--- config.mk ---
export PLATFORM = sky130hd
export DESIGN_NAME = wb_bus_watchdog
export DESIGN_NICKNAME = d
export VERILOG_FILES = /design/src/rtl/wb_bus_watchdog.sv
export SDC_FILE = /design/constraint.sdc
export NUM_CORES = 1
export LEC_CHECK = 0
export ABC_AREA = 1
export CAP_MARGIN = 20
export CORE_AREA = 2 2 87 152
export CTS_CLUSTER_SIZE = 25
export DETAILED_ROUTE_END_ITERATION = 7
export DIE_AREA = 0 0 89 154
export GPL_TIMING_DRIVEN = 0
export PLACE_DENSITY = 0.91
export SYNTH_ARGS = -nofsm -noshare
export SYNTH_HDL_FRONTEND = slang
export SYNTH_SLANG_ARGS = --single-unit
--- constraint.sdc ---
create_clock -name wb_clk_i -period 1.86 [get_ports wb_clk_i]
set_input_delay 0.372 -clock wb_clk_i [delete_from_list [all_inputs] [get_ports wb_clk_i]]
set_output_delay 0.372 -clock wb_clk_i [all_outputs]
set_load 0.1 [all_outputs]
--- src/rtl/wb_bus_watchdog.sv ---
// Wishbone bus watchdog between the CPU master port and the interconnect: forwards accesses,
// terminates hung or erroring ones with FAULT_DATA, and logs faults in a small control slave.
module wb_bus_watchdog #(
    parameter int unsigned TIMEOUT_CYCLES = 255,
    parameter int unsigned CNT_W          = 8,
    parameter logic [31:0] FAULT_DATA     = 32'hDEAD_BEEF
) (
    input  logic        wb_clk_i,
    input  logic        wb_rst_ni,
    input  logic [31:0] wbs_adr_i,
    input  logic [31:0] wbs_dat_i,
    input  logic [3:0]  wbs_sel_i,
    input  logic        wbs_we_i,
    input  logic        wbs_cyc_i,
    input  logic        wbs_stb_i,
    output logic [31:0] wbs_dat_o,
    output logic        wbs_ack_o,
    output logic [31:0] wbm_adr_o,
    output logic [31:0] wbm_dat_o,
    output logic [3:0]  wbm_sel_o,
    output logic        wbm_we_o,
    output logic        wbm_cyc_o,
    output logic        wbm_stb_o,
    input  logic [31:0] wbm_dat_i,
    input  logic        wbm_ack_i,
    input  logic        wbm_err_i,
    input  logic        wbc_adr_i,
    input  logic [31:0] wbc_dat_i,
    input  logic        wbc_we_i,
    input  logic        wbc_cyc_i,
    input  logic        wbc_stb_i,
    output logic [31:0] wbc_dat_o,
    output logic        wbc_ack_o,
    output logic        irq_o
);

    typedef enum logic [1:0] {S_IDLE, S_WAIT, S_ABORT} state_e;

    state_e           state_q, state_d;
    logic [CNT_W-1:0] cnt_q, cnt_d;
    logic             req;
    logic             rec_err, rec_to;

    logic             fault_q, fault_d;
    logic             kind_q, kind_d;
    logic [7:0]       count_q, count_d;
    logic [7:0]       count_base;
    logic [31:0]      fault_addr_q, fault_addr_d;
    logic             wbc_ack_q;
    logic [31:0]      wbc_dat_q;
    logic             wbc_req;
    logic             clr;
    logic [31:0]      status_w;
    logic             unused_wbc_dat;

    assign wbm_adr_o = wbs_adr_i;
    assign wbm_dat_o = wbs_dat_i;
    assign wbm_sel_o = wbs_sel_i;
    assign wbm_we_o  = wbs_we_i;

    assign req = wbs_cyc_i & wbs_stb_i;

    always_comb begin
        state_d   = state_q;
        cnt_d     = cnt_q;
        wbm_cyc_o = wbs_cyc_i;
        wbm_stb_o = wbs_stb_i;
        wbs_ack_o = 1'b0;
        wbs_dat_o = wbm_dat_i;
        rec_err   = 1'b0;
        rec_to    = 1'b0;
        case (state_q)
            S_IDLE: begin
                if (req) begin
                    if (wbm_err_i) begin
                        wbs_ack_o = 1'b1;
                        wbs_dat_o = FAULT_DATA;
                        rec_err   = 1'b1;
                    end else if (wbm_ack_i) begin
                        wbs_ack_o = 1'b1;
                    end else begin
                        state_d = S_WAIT;
                        cnt_d   = CNT_W'(1);
                    end
                end
            end
            S_WAIT: begin
                // A withdrawn request ends the wait silently; no ack may be given without stb.
                if (!req) begin
                    state_d = S_IDLE;
                    cnt_d   = '0;
                end else if (wbm_err_i) begin
                    wbs_ack_o = 1'b1;
                    wbs_dat_o = FAULT_DATA;
                    rec_err   = 1'b1;
                    state_d   = S_IDLE;
                    cnt_d     = '0;
                end else if (wbm_ack_i) begin
                    wbs_ack_o = 1'b1;
                    state_d   = S_IDLE;
                    cnt_d     = '0;
                end else if (cnt_q == CNT_W'(TIMEOUT_CYCLES)) begin
                    state_d = S_ABORT;
                    cnt_d   = '0;
                end else begin
                    cnt_d = cnt_q + CNT_W'(1);
                end
            end
            S_ABORT: begin
                wbm_cyc_o = 1'b0;
                wbm_stb_o = 1'b0;
                wbs_ack_o = req;
                wbs_dat_o = FAULT_DATA;
                rec_to    = 1'b1;
                state_d   = S_IDLE;
                cnt_d     = '0;
            end
            default: begin
                state_d = S_IDLE;
                cnt_d   = '0;
            end
        endcase
        if (!wb_rst_ni) begin
            wbm_cyc_o = 1'b0;
            wbm_stb_o = 1'b0;
            wbs_ack_o = 1'b0;
            rec_err   = 1'b0;
            rec_to    = 1'b0;
        end
    end

    always_ff @(posedge wb_clk_i or negedge wb_rst_ni) begin
        if (!wb_rst_ni) begin
            state_q <= S_IDLE;
            cnt_q   <= '0;
        end else begin
            state_q <= state_d;
            cnt_q   <= cnt_d;
        end
    end

    assign wbc_req        = wbc_cyc_i & wbc_stb_i & ~wbc_ack_q;
    assign clr            = wbc_req & wbc_we_i & ~wbc_adr_i & wbc_dat_i[0];
    assign status_w       = {16'h0, count_q, 6'h0, kind_q, fault_q};
    assign unused_wbc_dat = ^wbc_dat_i[31:1];

    // Clear is applied first so a coincident fault record lands on a cleared log.
    always_comb begin
        fault_d      = fault_q;
        kind_d       = kind_q;
        fault_addr_d = fault_addr_q;
        count_base   = clr ? 8'h00 : count_q;
        count_d      = count_base;
        if (clr) begin
            fault_d = 1'b0;
            kind_d  = 1'b0;
        end
        if (rec_err | rec_to) begin
            fault_d      = 1'b1;
            kind_d       = rec_to;
            fault_addr_d = wbs_adr_i;
            count_d      = (count_base == 8'hFF) ? 8'hFF : count_base + 8'd1;
        end
    end

    always_ff @(posedge wb_clk_i or negedge wb_rst_ni) begin
        if (!wb_rst_ni) begin
            fault_q      <= 1'b0;
            kind_q       <= 1'b0;
            count_q      <= '0;
            fault_addr_q <= '0;
            wbc_ack_q    <= 1'b0;
            wbc_dat_q    <= '0;
        end else begin
            fault_q      <= fault_d;
            kind_q       <= kind_d;
            count_q      <= count_d;
            fault_addr_q <= fault_addr_d;
            wbc_ack_q    <= wbc_cyc_i & wbc_stb_i & ~wbc_ack_q;
            if (wbc_req && !wbc_we_i) begin
                wbc_dat_q <= wbc_adr_i ? fault_addr_q : status_w;
            end
        end
    end

    assign wbc_ack_o = wbc_ack_q;
    assign wbc_dat_o = wbc_dat_q;
    assign irq_o     = fault_q;

endmodule

==> summary.md, run 1 <==
| Metric | Value |
|---|---|
| Number of enable-type register cells in the synthesized netlist | 0 |
| Synthesized cell area | 0.00452 mm2 |
| Total wire length | 16200 um |
| Max transition margin | 35.7% |
| Clock tree skew after final layout | 0.00518 ns |
| Die span in y | 154 um |
| Post-route DRC | 0 |
| Number of routed nets with antenna violations | 0 |
| Die Width | 89 um |
| First-pass iteration count of the detailed router | 5 |
| Slew at the pin with the worst max-slew slack | 0.968 ns |
| Post-synth top area share | 47.1% |
| Clk pin slew, worst setup/hold paths | 0.06 ns |
| Ys async rst share | 100% |
| Violations in the final reports | setup timing |
| Static leakage power | 0.00387 uW |
| IO Count | 281 |
| Average wire per standard cell | 18.1 um |
| Wire length of the first global-routing pass | 23500 um |
| Run status | finished, violations left |
| Max-cap violations | 0 |
| Fraction of final layout cells sized beyond drive strength 1 | 40.5% |
| 1st-iter DRT viols | 308 |
| Power per standard cell area | 1080 mW/mm2 |
| Total half-perimeter wirelength after legalization and detailed placement | 11000 um |
| Fmax | 484 MHz |
| Cell with the most instances after synthesis | sky130_fd_sc_hd__nand2_1 |
| Antenna violations before repair | 1 |
| Sort of element at the end of the critical path | output port |
| Sequential area share after synthesis | 47.1% |
| Classification of the worst setup path | flip-flop to output port |
| Count of vias placed by the detailed router | 4326 |
| Die area | 0.0137 mm2 |
| Number of unique standard cell types used by synthesis | 30 |
| Syn nets | 631 |
| Data arrival at the endpoint of the critical path | 1.69 ns |
| Most used standard cells in the synthesized netlist | sky130_fd_sc_hd__nand2_1 (91), sky130_fd_sc_hd__dfrtp_1 (85), sky130_fd_sc_hd__buf_4 (69), sky130_fd_sc_hd__nor2_1 (36), sky130_fd_sc_hd__inv_1 (34) |
| CTS tree | done |
| Total number of yosys warnings | 0 |
| Number of standard cells after synthesis | 487 |
| Predominant post-synthesis flop cell | sky130_fd_sc_hd__dfrtp_1 |
| Core area | 0.0124 mm2 |
| Fin. max-slew vios | 0 |
| Area after detailed placement | 0.00693 mm2 |
| Final critical-path setup slack | -0.207 ns |
| Fillers | 976 |
| Insertion delay to the later sink of the worst-skew pair | 0.34 ns |
| Global-route total usage across every layer | 23.0% |
| Post-synthesis to final-layout area growth | 70.4% |
| Number of clock sinks | 85 |
| Number of failing setup endpoints in the final timing report | 32 |
| Initial core utilization | 36.4% |
| PnR Total Power | 8320 uW |
| Unrepaired setup endpoints after global routing | true |
| Final global-route overflow total | 0 |
| Leading cell types by total area after synthesis | sky130_fd_sc_hd__dfrtp_1 (47%), sky130_fd_sc_hd__buf_4 (11%), sky130_fd_sc_hd__mux2_4 (9.0%), sky130_fd_sc_hd__nand2_1 (7.6%), sky130_fd_sc_hd__nand3_1 (3.7%) |
| Avg Inst Size Synth | 9.28 um2 |
| Layout Utilization | 62.0% |
| Vias in the first global route | 4420 |
| Final critical-path required period | 2.07 ns |
| Post-synthesis cell type with the largest combined area | sky130_fd_sc_hd__dfrtp_1 |
| Synthesized flop and latch total | 85 |
| Data required time at the worst endpoint | 1.49 ns |
| Number of rows created at floorplan | 54 |
| Fin area | 0.00770 mm2 |
| Count of final hold-check violations | 0 |
| Final GP Congestion | 0.812 |
| Per-cell via count in the routed design | 4.82 |
| Total of buffers placed on input and output ports | 211 |
| Clock buffers created by TritonCTS | 9 |
| Final nets | 867 |
| Pin count of the biggest net entering global routing | 33 |
| Buffer cell driving the clock tree root | sky130_fd_sc_hd__clkbuf_16 |
| Largest buffer count on any clock path | 2 |
| CP max FO | 9 |
| Post-route fraction of the period consumed by the critical path | 111% |
| H-tree depth | 3 |
| Peak ir drop on the vdd network | 0.415 mV |
| Nature of the critical path startpoint | flip-flop |
| Hold crit path type | input port to asynchronous set/reset pin |
==> worst max-delay path, cell delays in order, from the launching register on <==
cell and delay [ns]:
sky130_fd_sc_hd__dfrtp_1 0.42, sky130_fd_sc_hd__inv_2 0.10, sky130_fd_sc_hd__nand2_2 0.07, sky130_fd_sc_hd__o21ai_4 0.17, sky130_fd_sc_hd__buf_12 0.15, sky130_fd_sc_hd__clkbuf_8 0.14, sky130_fd_sc_hd__or2_4 0.13, sky130_fd_sc_hd__buf_12 0.17
==> sequential cells by signal, summed over array words and instances (netlist names) <==
name and cells:
count_q 8, state_q 2, wbc_ack_o 1, cnt_q 8
wbc_dat_o 32, irq_o 1, kind_q 1, fault_addr_q 32
==> area by class of cell <==
class / instances / area [um2] / share of cell area (%)
inverters: 35 / 131 / 1.71
diodes: 1 / 2.50 / 0.0325
multi-input cells: 280 / 1810 / 23.5
plain buffers: 88 / 659 / 8.56
flip-flops and latches: 85 / 2130 / 27.6
repair buffers: 224 / 2440 / 31.7
clock buffers: 12 / 256 / 3.33
clock inverters: 4 / 70.1 / 0.910
well taps: 168 / 210 / 2.73
==> routing by layer <==
layer  wire length, um  track usage, %
met1              5240            23.1
met2              9160            43.2
met3               945            4.51
met4               892            10.9
met5                 0               0
==> per-stage QoR <==
stage / TNS (ns) / std cells / hold slack, ns / setup slack (ns)
floorplan: -1.31 / 487 / 0.0764 / -0.387
global placement: -440.85 / 866 / 0.481 / -3.94
detailed placement: -78.89 / 867 / 0.319 / -1.55
CTS: -3.93 / 894 / 0.118 / -0.157
global route: -6.92 / 897 / 0.124 / -0.249
finish: -5.59 / 897 / 0.125 / -0.207
==> what timing repair did <==
item,CTS,global route
endpoints found under the hold margin,26,0
pin swaps,4,1
setup endpoints to repair,138,43
hold buffers,3,0
cloned,4,1
resized for setup,629,23
buffers inserted,4,1
==> cells by family (layout without fill, tap and decap cells) <==
logic type / count (synthesis) / in the layout / synth area share (%)
AO/OA/AOI/OAI: 46 / 46 / 5.70
buffers and inverters: 123 / 363 / 16.6
multiplexers: 32 / 32 / 10.2
other: 0 / 1 / 0
adder cells (fa/ha/maj): 1 / 1 / 0.277
AND/OR/NAND/NOR: 198 / 199 / 19.8
flip-flops: 85 / 85 / 47.1
XOR/XNOR: 2 / 2 / 0.388
==> where the power goes <==
part | internal, uW | switching [uW] | total, uW
logic | 1110 | 2780 | 3890
registers | 2220 | 257 | 2480
clock network | 1240 | 711 | 1960
==> final timing paths <==
check                                       start  slack [ns]                      endpoint  cells past startpoint
max                        state_q[1]$_DFFE_PN0P_       -0.21                 wbs_dat_o[18]                      7
min in group wb_clk_i                   wbc_adr_i        0.35     wbc_dat_o[11]$_DFFE_PN0P_                      3
max reg2reg                state_q[1]$_DFFE_PN0P_        0.07          cnt_q[5]$_DFFE_PN0P_                      9
min reg2reg                   wbc_ack_o$_DFF_PN0_        0.48           wbc_ack_o$_DFF_PN0_                      1
max in group asynchronous               wb_rst_ni        1.10  fault_addr_q[18]$_DFFE_PN0N_                      3
min                                     wb_rst_ni        0.12     wbc_dat_o[14]$_DFFE_PN0P_                      3
==> layout by cell type, fill, tap and decap left out, drive strengths merged <==
| master | instances |
|---|---|
| o22ai | 1 |
| mux2 | 32 |
| or2 | 25 |
| clkdlybuf4s15 | 34 |
| ha | 1 |
| buf | 153 |
| dfrtp | 85 |
| dlygate4sd2 | 40 |
| nand2 | 93 |
| diode | 1 |
| and2 | 2 |
| bufbuf | 1 |
| clkinv | 2 |
| nor3 | 1 |
| nand4 | 3 |
| clkdlybuf4s50 | 69 |
| o21ai | 32 |
| nand3 | 33 |
| a31oi | 10 |
| inv | 35 |
| xor2 | 2 |
| nor2 | 42 |
| bufinv | 2 |
| dlygate4sd3 | 1 |
| o21bai | 1 |
| a21oi | 2 |
| clkbuf | 26 |
Note: power is estimated with default switching activity, not from simulation.
==> inputs of run 2 (changes only) <==
--- a/config.mk
+++ b/config.mk
@@ -7,8 +7,7 @@
 export LEC_CHECK = 0
-export ABC_AREA = 1
-export CAP_MARGIN = 20
-export CORE_AREA = 2 2 87 152
+export CAP_MARGIN = 30
+export CORE_AREA = 2 2 87 151
 export CTS_CLUSTER_SIZE = 25
 export DETAILED_ROUTE_END_ITERATION = 7
-export DIE_AREA = 0 0 89 154
+export DIE_AREA = 0 0 89 153
 export GPL_TIMING_DRIVEN = 0
--- a/constraint.sdc
+++ b/constraint.sdc
@@ -3,2 +3,2 @@
 set_output_delay 0.372 -clock wb_clk_i [all_outputs]
-set_load 0.1 [all_outputs]
+set_load 0.005 [all_outputs]
==> run 2 against run 1 <==
Critical endpoint is now wbs_dat_o[7]. Flip-flop and latch count stayed put. Sequential share of layout area grew 0.65 points. The flow still finishes with violations (setup timing). Final cell count shrank 5.2%.
==> summary.md, run 2 <==
| Metric | Value |
|---|---|
| Run status | finished, violations left |
| Violations in the final reports | setup timing |
| First-pass iteration count of the detailed router | 4 |
| Fmax | 495 MHz |
| CTS tree | done |
| Clk pin slew, worst setup/hold paths | 0.06 ns |
| Syn nets | 580 |
| Power Internal | 4560 uW |
| Core area | 0.0124 mm2 |
| Largest buffer count on any clock path | 2 |
| Number of clock sinks | 85 |
| Cell with the most instances after synthesis | sky130_fd_sc_hd__dfrtp_1 |
| Ys async rst share | 100% |
| Top library cells by usage in the layout, fill and taps aside | sky130_fd_sc_hd__clkdlybuf4s50_1 (151), sky130_fd_sc_hd__dfrtp_1 (83), sky130_fd_sc_hd__buf_4 (81), sky130_fd_sc_hd__nand2_1 (64), sky130_fd_sc_hd__nand3_1 (32) |
| Number of routed nets with antenna violations | 0 |
| Power dissipated by switching net loads | 1430 uW |
| Total half-perimeter wirelength after legalization and detailed placement | 10700 um |
| Final nets | 821 |
| Static leakage power | 0.00367 uW |
| Count of vias placed by the detailed router | 4144 |
| Insertion delay to the later sink of the worst-skew pair | 0.33 ns |
| Sequential area share after synthesis | 47.2% |
| Antenna fix cells | 0 |
| Max-cap violations | 0 |
| Die area | 0.0136 mm2 |
| Die Width | 89 um |
| Nature of the critical path startpoint | flip-flop |
| Final global-route overflow total | 0 |
| Count of final hold-check violations | 0 |
| Total number of yosys warnings | 0 |
| Post-route insts no fill | 850 |
| Average wire per standard cell | 16.1 um |
| Clock buffers created by TritonCTS | 9 |
| Clk pwr share | 34.0% |
| Wire length of the first global-routing pass | 20700 um |
| Final critical-path required period | 2.02 ns |
| Predominant post-synthesis flop cell | sky130_fd_sc_hd__dfrtp_1 |
| PnR Total Power | 5990 uW |
| Global-route total usage across every layer | 20.0% |
| Buffer cell driving the clock tree root | sky130_fd_sc_hd__clkbuf_16 |
| Sequential power share | 40.4% |
| Final critical-path setup slack | -0.159 ns |
| Vias in the first global route | 4265 |
| CP max FO | 10 |
| Synthesized cell area | 0.00450 mm2 |
| Number of standard cells after synthesis | 436 |
| Synthesized flop and latch total | 85 |
| Number of enable-type register cells in the synthesized netlist | 0 |
| Data required time at the worst endpoint | 1.49 ns |
| Max transition margin | 41.3% |
| Classification of the worst setup path | flip-flop to output port |
| Die span in y | 153 um |
| Leading cell types by total area after synthesis | sky130_fd_sc_hd__dfrtp_1 (47%), sky130_fd_sc_hd__buf_4 (12%), sky130_fd_sc_hd__mux2_4 (6.7%), sky130_fd_sc_hd__nand2_1 (5.3%), sky130_fd_sc_hd__or3_1 (3.6%) |
| Peak ir drop on the vdd network | 0.440 mV |
| Number of unique standard cell types used by synthesis | 47 |
| Per-cell via count in the routed design | 4.88 |
| 1st-iter DRT viols | 138 |
| Avg Inst Size Synth | 10.3 um2 |
| Post-route fraction of the period consumed by the critical path | 109% |
| Fin. max-slew vios | 0 |
| Total wire length | 13700 um |
| Net Sw Frac | 23.9% |
| Hold crit path type | input port to asynchronous set/reset pin |
| Post-route DRC | 0 |
| Post-synth top area share | 47.2% |
| Number of failing setup endpoints in the final timing report | 29 |
| Total of buffers placed on input and output ports | 211 |
| Sort of element at the end of the critical path | output port |
| Clock tree skew after final layout | 0.00697 ns |
| Unrepaired setup endpoints after global routing | true |
| H-tree depth | 3 |
| IO Count | 281 |
| Count of placed standard cells including taps | 816 |
| Post-synthesis to final-layout area growth | 67.4% |
| Combinational fraction of design power | 25.5% |
| Fraction of final layout cells sized beyond drive strength 1 | 30.8% |
| Slew at the pin with the worst max-slew slack | 0.878 ns |
| Initial core utilization | 36.2% |
| Power per standard cell area | 795 mW/mm2 |
| Post-synthesis cell type with the largest combined area | sky130_fd_sc_hd__dfrtp_1 |
| Most used standard cells in the synthesized netlist | sky130_fd_sc_hd__dfrtp_1 (85), sky130_fd_sc_hd__buf_4 (70), sky130_fd_sc_hd__nand2_1 (64), sky130_fd_sc_hd__nand3_1 (32), sky130_fd_sc_hd__or3_1 (26) |
| Final GP Congestion | 0.805 |
| Most common library cell in the layout ignoring fill and taps | sky130_fd_sc_hd__clkdlybuf4s50_1 |
| Pin count of the biggest net entering global routing | 35 |
| Data arrival at the endpoint of the critical path | 1.65 ns |
| Number of rows created at floorplan | 54 |
| Antenna violations before repair | 0 |
[run 2: routing by layer]
| layer | up-vias | global-route usage (%) | share of wire, % |
|---|---|---|---|
| met5 | - | 0 | 0 |
| met4 | 0 | 9.67 | 3.8 |
| met3 | 32 | 3.56 | 7.5 |
| met2 | 231 | 38.5 | 56 |
| met1 | 1961 | 19.2 | 33 |
| li1 | 1920 | - | - |
[run 2: power groups by stage]
stage               sequential [uW]  combinational [uW]  clock (uW)
global placement               2430                1440           0
finish                         2420                1530        2040
CTS                            2420                1500        2070
global route                   2460                1660        2150
floorplan                      2400                 587           0
detailed placement             2450                1490           0
[run 2: final timing paths]
kind / start / to / slack [ns] / depth (start not counted)
setup / recovery: state_q[1]$_DFFE_PN0P_ / wbs_dat_o[7] / -0.16 / 5
hold / removal: wb_rst_ni / fault_addr_q[28]$_DFFE_PN0N_ / 0.10 / 2
setup reg to reg: state_q[1]$_DFFE_PN0P_ / fault_addr_q[18]$_DFFE_PN0N_ / 0.04 / 8
hold reg to reg: wbc_dat_o[22]$_DFFE_PN0P_ / wbc_dat_o[22]$_DFFE_PN0P_ / 0.46 / 2
max in group asynchronous: wb_rst_ni / state_q[1]$_DFFE_PN0P_ / 0.45 / 3
min in group wb_clk_i: wbs_adr_i[2] / fault_addr_q[2]$_DFFE_PN0N_ / 0.32 / 2
[run 2: cells by family (layout without fill, tap and decap cells)]
logic type      Yosys count  count (layout)  synth area share [%]
flops                    85              85                  47.2
fa+ha+maj                 1               1                 0.278
xor+xnor                  1               1                 0.195
mux                      44              44                  12.4
buf+inv                  97             343                  15.1
simple gates            165             165                  18.4
compound gates           43              43                  6.37
[run 2: critical path, cell delays in order, from the launching register on]
cell,delay [ns]
sky130_fd_sc_hd__dfrtp_2,0.39
sky130_fd_sc_hd__and4b_1,0.21
sky130_fd_sc_hd__buf_6,0.13
sky130_fd_sc_hd__buf_8,0.12
sky130_fd_sc_hd__or3_4,0.34
sky130_fd_sc_hd__buf_6,0.12
[run 2: metrics by stage]
step,TNS [ns],utilization (%),worst slack (ns),area [um2],hold WS [ns]
floorplan,0,-,0.203,4500,0.0764
global placement,-398.84,54.9,-3.44,6820,0.448
detailed placement,-51.60,55.1,-0.825,6850,0.265
CTS,-3.66,59.4,-0.184,7380,0.105
global route,-5.75,60.6,-0.223,7540,0.104
finish,-3.15,60.6,-0.159,7540,0.103
[run 2: layout make-up]
type,instances,area [um2]
buffer,90,724
clock buffer,12,246
clock inverter,4,95.1
fill,1033,4900
inverter,4,15.0
multi-input combinational,254,1810
sequential,85,2130
tap,168,210
timing repair buffer,233,2300
[run 2: timing repair]
action                                  in CTS  in global routing
endpoints found under the setup margin      86                 80
buffers inserted                            14                  3
gates cloned                                 3                  0
pin swaps                                    9                  6
hold buffers                                 2                  0
hold endpoints to repair                    17                  0
resized for setup                          197                 41
==> edit: new RTL, flow settings as in run 1 <==
The parameter `CNT_W` goes from 8 to 12.
--- a/src/rtl/wb_bus_watchdog.sv
+++ b/src/rtl/wb_bus_watchdog.sv
@@ -2,7 +2,7 @@
 // terminates hung or erroring ones with FAULT_DATA, and logs faults in a small control slave.
 module wb_bus_watchdog #(
     parameter int unsigned TIMEOUT_CYCLES = 255,
-    parameter int unsigned CNT_W          = 8,
+    parameter int unsigned CNT_W          = 12,
     parameter logic [31:0] FAULT_DATA     = 32'hDEAD_BEEF
 ) (
     input  logic        wb_clk_i,
Behaviour: no difference found for any inputs over 4 cycles, from zero or initial values and one cycle with wb_rst_ni low; that may be too few to reach the edited logic, so the function may still have changed.
==> edit against run 1 <==
- the flow still finishes with violations (negative setup slack)
- area after synthesis is 5.6% higher
- global-route usage is 2.5 points higher
- design area is 4.3% higher
- via count is 11% higher
- highest routed layer is now met5
- sequential cell count is 4 higher
- die area stayed put
- register-to-register slack worse by 30 ps
- total power is 0.88% higher
- setup slack worse by 27 ps
- critical path depth stayed put
- routed wire length is 9.3% higher
==> edit: results (changes against run 1) <==
outcome:
  status: "finished with violations"
  violations_in_the_final_reports: "negative setup slack"
pwr:
  combinational_share_of_power_pct: 47.2  # +0.5 points
  comb_power_mw: 3.97  # +2%
layout:
  final_layout_size_suffix_gt1_share_pct: 38.8  # -1.7 points
  signal_buffers: 316  # +1.3%
  nNonClkInverters: 40  # +14%
  fill_cells: 882  # -9.6%
  n_multi_input_combinational_cell: 305  # +8.9%
  seq-cell-share_pct: 27.7  # +0.12 points
  finalNetCount: 905  # +4.4%
  clockNetworkAreaShare_pct: 3.75  # -0.48 points
  multiInputGateArea_sq_mm: 0.00193  # +6.7%
  nonClkBufAreaFrac_pct: 40.0  # -0.24 points
placement:
  place_hpwl_microns: 11800  # +7.5%
  placedInstanceArea_sq_mm: 0.00718  # +3.6%
yosys:
  synth.lib_cells_used.distinct: 32  # +6.7%
  netlist_top_cells_area: "sky130_fd_sc_hd__dfrtp_1 47%, sky130_fd_sc_hd__buf_4 11%, sky130_fd_sc_hd__mux2_4 8.5%"
  synth_sequential_area_ratio_pct: 46.7  # -0.38 points
timing:
  finalSetupViolCount: 32  # unchanged
  post-route-worst-setup-slack_ps: -233  # -26.9 ps
critical_path:
  cp.arrival_ps: 1720  # +30 ps
  worst-path-max-fanout: 5  # -4
  setup.reg_to_reg.worst_slack_ps: 40  # -30 ps
  rr_endpoint: "fault_addr_q[9]"
detailed_routing:
  met3WireLength_microns: 1670  # +76%
  wire_per_inst_microns: 19.0  # +4.8%
global_routing:
  met3_usage_pct: 6.66  # +2.1 points
  grt_max_degree: 36  # +9.1%
-- edit: metrics by stage --
stage	setup WS (ps)	setup TNS, ps	instances	util (%)	hold WS [ps]
final	-233	-5770	935	64.6	129
after CTS	-204	-4980	931	63.8	118
after global placement	-4030	-477670	901	57.5	443
after global routing	-271	-7220	934	64.6	134
after floorplan	-414	-1410	522	-	76.4
after detailed placement	-1540	-77420	902	57.7	299
-- edit: timing repair --
item                                   CTS  global route
buffers inserted                         7             1
resized for setup                      646            22
hold buffers                             2             0
setup endpoints to repair              138            77
endpoints found under the hold margin   23             0
pin swaps                                6             6
cloned                                   4             1
-- edit: how the worst max path moves through the flow --
| stage | start | to |
|---|---|---|
| after floorplan | state_q[1] | wbm_cyc_o |
| after global placement | wb_rst_ni | wbs_ack_o |
| after detailed placement | wbs_stb_i | wbs_dat_o[6] |
| after CTS | state_q[1] | wbs_dat_o[6] |
| after global routing | state_q[1] | wbs_dat_o[6] |
| final | state_q[1] | wbs_dat_o[6] |
